--- src/rtl/fft_mpy_pkg.sv ---
// fft_mpy_pkg: digit width and slice/latency helpers shared by the FFT multipliers
package fft_mpy_pkg;
    localparam int LUTB = 2;
    function automatic int ns_of(input int iaw);
        return (iaw + LUTB - 1) / LUTB;
    endfunction
    function automatic int lat_of(input int iaw);
        return ns_of(iaw) + 2;
    endfunction
endpackage

--- src/rtl/bimpy.sv ---
// bimpy: registered unsigned LUTB x BW partial-product slice
module bimpy
    import fft_mpy_pkg::*;
#(
    parameter int BW = 16
) (
    input  logic                 i_clk,
    input  logic                 i_reset,
    input  logic                 i_clk_enable,
    input  logic [LUTB-1:0]      i_a,
    input  logic [BW-1:0]        i_b,
    output logic [BW+LUTB-1:0]   o_r
);
    // Digit times operand, held when the pipe is stalled
    always_ff @(posedge i_clk)
        if (i_reset)
            o_r <= '0;
        else if (i_clk_enable)
            o_r <= (BW+LUTB)'(i_a) * (BW+LUTB)'(i_b);
endmodule

--- src/rtl/pipe_smpy.sv ---
// pipe_smpy: pipelined signed multiplier from bimpy digit slices; PIPE_SMPY_AUX_EN adds an aligned i_aux/o_aux strobe
module pipe_smpy
    import fft_mpy_pkg::*;
#(
    parameter int IAW = 16,
    parameter int IBW = 16
) (
    input  logic                       i_clk,
    input  logic                       i_reset,
    input  logic                       i_clk_enable,
`ifdef PIPE_SMPY_AUX_EN
    input  logic                       i_aux,
`endif
    input  logic [IAW-1:0]             i_a,
    input  logic [IBW-1:0]             i_b,
`ifdef PIPE_SMPY_AUX_EN
    output logic                       o_aux,
`endif
    output logic signed [IAW+IBW-1:0]  o_r
);
    localparam int NS  = ns_of(IAW);
    localparam int OW  = IAW + IBW;
    localparam int LAT = lat_of(IAW);
    localparam int MW  = LUTB * NS;

    logic [MW-1:0]  r_ma [0:NS-1];
    logic [IBW-1:0] r_mb [0:NS-1];
    logic           r_s  [0:NS];
    logic [OW-1:0]  w_p   [0:NS-1];
    logic [OW-1:0]  w_acc [0:NS-1];
    logic [IAW-1:0] w_ma;
    logic [IBW-1:0] w_mb;
    logic [OW-1:0]  w_sum;

    if (IAW > IBW) begin : g_bad_widths
        $error("pipe_smpy: IAW must not exceed IBW");
    end

    // The most-negative input negates to 2^(W-1), which still fits W bits unsigned
    assign w_ma = i_a[IAW-1] ? -i_a : i_a;
    assign w_mb = i_b[IBW-1] ? -i_b : i_b;

    // Stage 0 magnitudes and sign, then delay lines keeping them beside each digit slice
    always_ff @(posedge i_clk)
        if (i_reset) begin
            for (int i = 0; i < NS; i++) begin
                r_ma[i] <= '0;
                r_mb[i] <= '0;
            end
            for (int i = 0; i <= NS; i++)
                r_s[i] <= 1'b0;
        end else if (i_clk_enable) begin
            r_ma[0] <= MW'(w_ma);
            r_mb[0] <= w_mb;
            r_s[0]  <= i_a[IAW-1] ^ i_b[IBW-1];
            for (int i = 1; i < NS; i++) begin
                r_ma[i] <= r_ma[i-1];
                r_mb[i] <= r_mb[i-1];
            end
            for (int i = 1; i <= NS; i++)
                r_s[i] <= r_s[i-1];
        end

    for (genvar j = 0; j < NS; j++) begin : g_s
        logic [IBW+LUTB-1:0] w_bp;
        bimpy #(.BW(IBW)) u_bimpy (
            .i_clk        (i_clk),
            .i_reset      (i_reset),
            .i_clk_enable (i_clk_enable),
            .i_a          (r_ma[j][LUTB*j +: LUTB]),
            .i_b          (r_mb[j]),
            .o_r          (w_bp)
        );
        assign w_p[j] = OW'(w_bp) << (LUTB * j);
        if (j == 0) begin : g_z
            assign w_acc[0] = '0;
        end else begin : g_a
            localparam int AW = (IBW + LUTB*j < OW) ? IBW + LUTB*j : OW;
            logic [AW-1:0] r_acc;
            // Running sum of the digit products already out of their slices
            always_ff @(posedge i_clk)
                if (i_reset)
                    r_acc <= '0;
                else if (i_clk_enable)
                    r_acc <= AW'(w_acc[j-1] + w_p[j-1]);
            assign w_acc[j] = OW'(r_acc);
        end
    end

    assign w_sum = w_acc[NS-1] + w_p[NS-1];

    // Restore the sign; a zero magnitude negates to zero
    always_ff @(posedge i_clk)
        if (i_reset)
            o_r <= '0;
        else if (i_clk_enable)
            o_r <= r_s[NS] ? -w_sum : w_sum;

`ifdef PIPE_SMPY_AUX_EN
    logic [LAT-1:0] r_aux;
    // Side strobe delayed to leave alongside its product
    always_ff @(posedge i_clk)
        if (i_reset)
            r_aux <= '0;
        else if (i_clk_enable)
            r_aux <= {r_aux[LAT-2:0], i_aux};
    assign o_aux = r_aux[LAT-1];
`endif
endmodule

--- config.mk ---
export PLATFORM = sky130hd
export DESIGN_NAME = pipe_smpy
export DESIGN_NICKNAME = d
export VERILOG_FILES = /design/src/rtl/fft_mpy_pkg.sv /design/src/rtl/bimpy.sv /design/src/rtl/pipe_smpy.sv
export SDC_FILE = /design/constraint.sdc
export NUM_CORES = 1
export LEC_CHECK = 0
export BUFFER_PORTS_ARGS = -buffer_cell sky130_fd_sc_hd__buf_2
export CORE_ASPECT_RATIO = 1.2
export CORE_MARGIN = 10
export CORE_UTILIZATION = 60
export CTS_CLUSTER_SIZE = 25
export DETAILED_ROUTE_END_ITERATION = 8
export GPL_TIMING_DRIVEN = 0
export PLACE_DENSITY = 0.77
export REMOVE_ABC_BUFFERS = 1
export SLEW_MARGIN = 20
export SYNTH_ARGS = -nofsm -noshare
export SYNTH_HDL_FRONTEND = slang
export SYNTH_SLANG_ARGS = --single-unit
--- constraint.sdc ---
create_clock -name i_clk -period 6.37 [get_ports i_clk]
set_input_delay 0.9555 -clock i_clk [delete_from_list [all_inputs] [get_ports i_clk]]
set_output_delay 0.9555 -clock i_clk [all_outputs]
set_load 0.02 [all_outputs]
==> results of run 1 <==
==> per-layer routing <==
| layer | part of all wire [%] | vias up | GRT usage (%) |
|---|---|---|---|
| met5 | 0 | - | 0 |
| met2 | 55 | 431 | 42.6 |
| met4 | 3.8 | 0 | 9.95 |
| met3 | 3.0 | 212 | 2.87 |
| li1 | - | 11846 | - |
| met1 | 38 | 11245 | 20.6 |
==> sequential cells by signal, indices dropped and copies added, names as in the netlist <==
register,flops
g_s.u_bimpy.o_r,144
r_ma,72
r_s,9
g_s.g_a.r_acc,168
o_r,32
r_mb,128
==> logic make-up after synthesis <==
kind of cell               synth area share [%]
AOI/OAI and AO/OA                          13.2
xor gates and xnor gates                   6.58
adders and majority gates                  10.2
buffers and inverters                      2.59
DFF                                        41.5
muxes                                      5.16
and+or+nand+nor                            20.7
==> cell type report <==
type / count / area share [%]
clock buffer: 84 / 4.74
clock inverter: 22 / 0.633
inverter: 88 / 0.979
multi-input combinational: 2594 / 51.0
sequential: 553 / 37.9
tap: 705 / 2.54
timing repair buffer: 84 / 2.27
==> worst min path at each step <==
stage | slack [ns] | to
2_1_floorplan | 0.42 | g_s[0].u_bimpy.o_r[17]
3_3_place_gp | 0.43 | g_s[0].u_bimpy.o_r[17]
3_5_place_dp | 0.44 | o_r[31]
4_1_cts | 0.45 | o_r[31]
5_1_grt | 0.46 | o_r[31]
6_report | 0.44 | o_r[31]
==> worst min-delay path: cells and delay by family, from the launching register on <==
family,cells,cell delay [ns]
AND/OR/NAND/NOR,1,0.05
flip-flops,1,0.30
AO/OA/AOI/OAI,1,0.05
==> power by group <==
group	leakage, nW	total [mW]	switching (mW)	internal [mW]
sequential	5.09	3.95	0.109	3.84
clock	0.917	3.34	1.39	1.95
combinational	9.44	0.779	0.456	0.323
==> synthesized netlist by cell type, types with 82 or more instances <==
cell type  instances  area (sq um)
nor2b_1           82           513
dfxtp_1          344          6890
edfxtp_1         209          6280
o21ai_0          173           866
mux2i_1          160          1600
inv_1             87           327
ha_1             235          2940
a21oi_1          153           766
nor2_1           382          1430
xor2_1           117          1020
and2_1           376          2350
nand2_1          205           769
clkbuf_1         110           413
xnor2_1          121          1060
==> per-stage QoR <==
| step | total power [mW] | hold WS (ns) | setup TNS (ns) | setup WS [ns] |
|---|---|---|---|---|
| after floorplan | 4.50 | 0.415 | -860.75 | -4.08 |
| after global placement | 4.76 | 0.429 | -6819.75 | -19.24 |
| after detailed placement | 4.79 | 0.438 | 0 | 2.74 |
| after CTS | 8.12 | 0.446 | 0 | 2.73 |
| after global routing | 8.36 | 0.459 | 0 | 2.49 |
| final | 8.06 | 0.440 | 0 | 2.64 |
==> results.yml, run 1 <==
critical_path:
  worst_setup_path_end_kind: "flip-flop"
  crit_buf_inv: 1
  r2r_start: "r_ma[0][55]"
  path_class: "reg2reg"
  critPathSlowestCell: "edfxtp_1"
  critPathLaunchType: "flip-flop"
  cp-startpoint: "r_ma[0][55]"
  required_ns: 6.86
  cp_top_family: "compound AO/OA/AOI/OAI gates"
  rr_worst_depth: 13
  r2r_slack_ns: 2.64
  path_max_fanout: 16
  cp.depth: 13
  cp_cell_sequence: "and2_1, ha_1, inv_1, fa_1, nor2b_1, o21ai_0, a21boi_0, nor4_1, o31ai_1, o41ai_1, o21ai_0, a21oi_1, o31ai_1"
  crit_path_end: "g_s[3].u_bimpy.o_r[17]"
  crit_arrival_ns: 4.22
  r2r_end: "g_s[3].u_bimpy.o_r[17]"
  slowest_delay_ns: 0.61
placed_design:
  dpl.hpwl_mm: 47.9
  io_buffers: 66
  placed_cells: 4023
  placed_cell_area_sq_um: 32900
  gp_congestion: 0.874
cts:
  holdBufCountCts: 0
  clock-sinks: 553
  cts-buffers-inserted: 56
  cts_max_level: 2
  cts_tree: "done"
  cts_resized: 0
  clkTransAtPathRegs_ns: 0.06
  clock_latency_ns: 0.63
  root_buffer: "clkbuf_16"
  post_cts_buffers: 0
  clk_path_buf_depth: 3
finish:
  fin_area_sq_um: 34800
  nNetsFinal: 3662
  final_common_cell: "nor2_1"
  final_cell_mix: "nor2_1, and2_1, dfxtp_1"
  regArea_sq_um: 13200
  fin_util_pct: 66.4
  fillers: 4109
  fin_cells: 4130
  n_antenna_cell: 0
  area_growth_pct: 9.73
  multi_input_area_sq_um: 17700
  drive_gt1_share_pct: 6.04
timing:
  max_slew.worst_pin.slew_ns: 0.873
  setup_viol: 0
  slew_headroom_pct: 41.0
  fin_crit_sh_pct: 58.5
  finalMaxSlewViolations: 0
  min_period_ns: 3.73
  skew_ns: 0.0224
  finalHoldViolations: 0
  rsz0062_at_grt: "no"
  fmax_ghz: 0.268
global_routing:
  grt_pass1_vias: 24786
  track_usage_pct: 21.2
  grt_max_degree: 113
  grt.overflow.total: 0
  antenna_found_initial: 0
  grt_pass1_wl_mm: 113
power_and_ir_drop:
  vdd_drop_max_mv: 0.204
  p_per_area_nw_per_um2: 232
  p_leak_nw: 15.4
hold_path:
  hold_class: "reg2reg"
  holdPathStages: 2
  min_from: "o_r[31]"
yosys:
  netlist_area_sq_um: 31700
  ys_async_sr_fraction_pct: 0
  yosys_warnings: 0
  synth_sequential_area_ratio_pct: 41.5
  yosys.cell_types.count: 74
  avgSynthCellArea_sq_um: 9.43
  netlist_instances: 3360
  synth_ff_type: "dfxtp_1"
  synth-edff-count: 209
  synth-seq-cells: 553
job:
  maxCapViolCount: 0
route:
  vias: 23734
  viasPerCell: 5.75
  drc: 0
  detail-route-antenna-nets: 0
  first_pass_iters: 7
  drt_iter0_markers: 1196
  wl_per_cell_microns: 16.4
  totalWireLength_mm: 67.7
floorplan:
  dieArea_sq_um: 62400
  num_rows: 92
  dieHeight_microns: 272
  core_area_sq_um: 52400
  die_x_microns: 230
  ios: 67
  start_util_pct: 60.5
status:
  status: "completed"
No activity file was read; power rests on OpenSTA's default activity.
==> run 2, diff against run 1 <==
--- a/config.mk
+++ b/config.mk
@@ -5,14 +5,15 @@
 export SDC_FILE = /design/constraint.sdc
 export NUM_CORES = 1
 export LEC_CHECK = 0
+export ABC_AREA = 1
 export BUFFER_PORTS_ARGS = -buffer_cell sky130_fd_sc_hd__buf_2
 export CORE_ASPECT_RATIO = 1.2
 export CORE_MARGIN = 10
-export CORE_UTILIZATION = 60
+export CORE_UTILIZATION = 58
 export CTS_CLUSTER_SIZE = 25
 export DETAILED_ROUTE_END_ITERATION = 8
 export GPL_TIMING_DRIVEN = 0
-export PLACE_DENSITY = 0.77
+export PLACE_DENSITY = 0.78
 export REMOVE_ABC_BUFFERS = 1
 export SLEW_MARGIN = 20
 export SYNTH_ARGS = -nofsm -noshare
==> constraint.sdc (replaced) <==
create_clock -name i_clk -period 3.2 [get_ports i_clk]
set_input_delay 0.48 -clock i_clk [delete_from_list [all_inputs] [get_ports i_clk]]
set_output_delay 0.48 -clock i_clk [all_outputs]
set_load 0.02 [all_outputs]
==> run 2 against run 1 <==
  * Flip-flop and latch count did not move
  * Via count rose by 22%
  * Power rose by 100%
  * Die area rose by 6.9%
  * Synthesized cell count rose by 37%
  * Hold slack got worse by 0.30 ns
  * Cell area rose by 4.1%
  * Clock skew fell by 0.0026 ns
  * Global-route usage rose by 1.5 points
  * Worst setup slack got worse by 2.3 ns
  * Sequential power rose by 98%
  * Largest cell class unchanged
  * Highest routed layer unchanged
==> results.yml, run 2 <==
timing:
  skew_ns: 0.0198
  max_slew.worst_pin.slew_ns: 1.12
  finalHoldViolations: 0
  finalWorstSetupSlack_ns: 0.295
  slew_headroom_pct: 25.2
  fmax_ghz: 0.344
  fin_crit_sh_pct: 90.8
  rsz0062_at_grt: "no"
  setup_viol: 0
  finalMaxSlewViolations: 0
  min_period_ns: 2.91
route:
  drc: 0
  vias: 28921
  first_pass_iters: 6
  drt_iter0_markers: 1806
  totalWireLength_mm: 76.5
  viasPerCell: 5.35
  detail-route-antenna-nets: 0
  wl_per_cell_microns: 14.1
yosys:
  synth_ff_type: "dfxtp_1"
  ys_async_sr_fraction_pct: 0
  netlist_area_sq_um: 32900
  netlist_instances: 4610
  yosys_warnings: 0
  synth_commonest_cells: "nand2_1, inv_1, o21ai_0, nor2_1, a21oi_1"
  synth.largest_area_cell: "dfxtp_1"
  synth_top_area_share_pct: 20.9
  synth_sequential_area_ratio_pct: 40.0
  synth-seq-cells: 553
  yosys.cell_types.count: 46
  synth-edff-count: 209
  ys_top_cells_by_area: "dfxtp_1, edfxtp_1, nand2_1"
  synth.most_common_cell: "nand2_1"
  avgSynthCellArea_sq_um: 7.14
finish:
  fin_area_sq_um: 36200
  nNetsFinal: 4918
  largestRegisters: "g_s.g_a.r_acc x168, g_s.u_bimpy.o_r x144, r_mb x128"
  final_cell_mix: "nand2_1, inv_1, o21ai_0"
  fillers: 4844
  drive_gt1_share_pct: 5.53
  top_register: "g_s.g_a.r_acc"
  n_antenna_cell: 0
  fin_util_pct: 64.5
  largest_reg_flops: 168
  final_common_cell: "nand2_1"
  area_growth_pct: 9.93
critical_path:
  cp.depth: 15
  critPathLaunchType: "flip-flop"
  worst_setup_path_end_kind: "flip-flop"
  cp_top_family: "flip-flops"
  crit_buf_inv: 4
  slowest_delay_ns: 0.74
  crit_arrival_ns: 3.42
  cp_cell_sequence: "nand2_1, inv_1, ha_1, inv_1, fa_1, inv_1, nand3_1, nand2_1, a21boi_0, o21ai_0, a31oi_1, inv_1, nand2_1, nand2_1, o21ai_0"
  rr_worst_depth: 15
  path_max_fanout: 16
  path_class: "reg2reg"
  critPathSlowestCell: "edfxtp_1"
  required_ns: 3.72
placed_design:
  io_buffers: 66
  placed_cell_area_sq_um: 34100
  dpl.hpwl_mm: 55.7
  gp_congestion: 0.912
  place_ws_ns: -0.478
floorplan:
  dieHeight_microns: 281
  core_area_sq_um: 56100
  start_util_pct: 58.7
  die_x_microns: 237
  ios: 67
  dieArea_sq_um: 66700
  num_rows: 95
cts:
  clkTransAtPathRegs_ns: 0.07
  root_buffer: "clkbuf_16"
  clk_path_buf_depth: 3
  clock-sinks: 553
  cts_max_level: 2
  cts_tree: "done"
  clock_latency_ns: 0.65
  cts-buffers-inserted: 57
status:
  status: "completed"
power_and_ir_drop:
  comb_power_share_pct: 8.7
  p_total_mw: 16.1
  p_leak_nw: 18.4
  p_seq_share_pct: 48.4
  p_sw_mw: 4.10
  p_per_area_nw_per_um2: 446
  intPower_mw: 12.0
  p_clk_share_pct: 42.8
  vdd_drop_max_mv: 0.478
  p_sw_share_pct: 25.4
global_routing:
  track_usage_pct: 22.7
  antenna_found_initial: 0
  grt.overflow.total: 0
  grt_pass1_vias: 27975
  grt_max_degree: 109
  grt_pass1_wl_mm: 128
hold_path:
  holdPathStages: 2
  hold_class: "in2reg"
job:
  maxCapViolCount: 0
## run 2: cell count changes after synthesis, moves of 82 or more
cell,delta
a21oi_1,+215
and2_1,-371
inv_1,+770
mux2i_1,-160
nand2_1,+935
nand3_1,+134
nor2b_1,-82
o21ai_0,+245
xnor2_1,-121
xor2_1,-117
## run 2: cell families after synthesis
| family | Yosys count | share of synthesized area (%) |
|---|---|---|
| simple gates | 1817 | 22.2 |
| buf+inv | 998 | 11.5 |
| compound gates | 992 | 16.5 |
| flops | 553 | 40.0 |
| fa+ha+maj | 250 | 9.84 |
## run 2: power groups by stage
stage | clock (mW) | sequential [mW] | combinational (mW)
final | 6.92 | 7.82 | 1.41
after global placement | 0 | 8.01 | 1.34
after floorplan | 0 | 7.95 | 0.981
after detailed placement | 0 | 8.01 | 1.34
after CTS | 7.03 | 7.86 | 1.35
after global routing | 7.28 | 7.85 | 1.60
## run 2: timing repair
action | in CTS | in global routing
resized for setup | 0 | 1
hold buffers | 0 | 0
endpoints found under the setup margin | 0 | 12
buffers inserted | 0 | 13
## run 2: cell type report
type                    count  area (sq um)  share of cell area [%]
clock buffers              78          1580                    4.35
repair buffers             98           893                    2.47
flip-flops and latches    553         13200                    36.4
clock inverters            30           389                    1.08
inverters                 864          3260                    9.00
multi-input cells        3059         16000                    44.2
well taps                 727           910                    2.51
## run 2: routing by layer
metal,GRT usage [%],share of wire [%],routed length [microns],vias to the layer above
li1,-,-,-,14972
met1,24.3,40,30500,13156
met2,43.6,53,40200,591
met3,2.77,3.5,2680,202
met4,9.72,3.9,3010,0
met5,0,0,0,-
## run 2: metrics by stage
step / setup TNS, ns / instances / hold WS (ns)
floorplan: -7947.45 / 4476 / 0.430
detailed placement: -74.80 / 5288 / 0.434
CTS: 0 / 5396 / 0.102
global route: 0 / 5409 / 0.126
finish: 0 / 5409 / 0.136
global placement: - / 5269 / 0.432
## run 2: final timing paths
path	to	slack, ns	start
max	g_s[2].u_bimpy.o_r[11]	0.29	r_ma[0][36]
min	r_ma[0][15]	0.14	i_a[9]
max reg2reg	g_s[2].u_bimpy.o_r[11]	0.29	r_ma[0][36]
min reg2reg	o_r[30]	0.45	o_r[30]
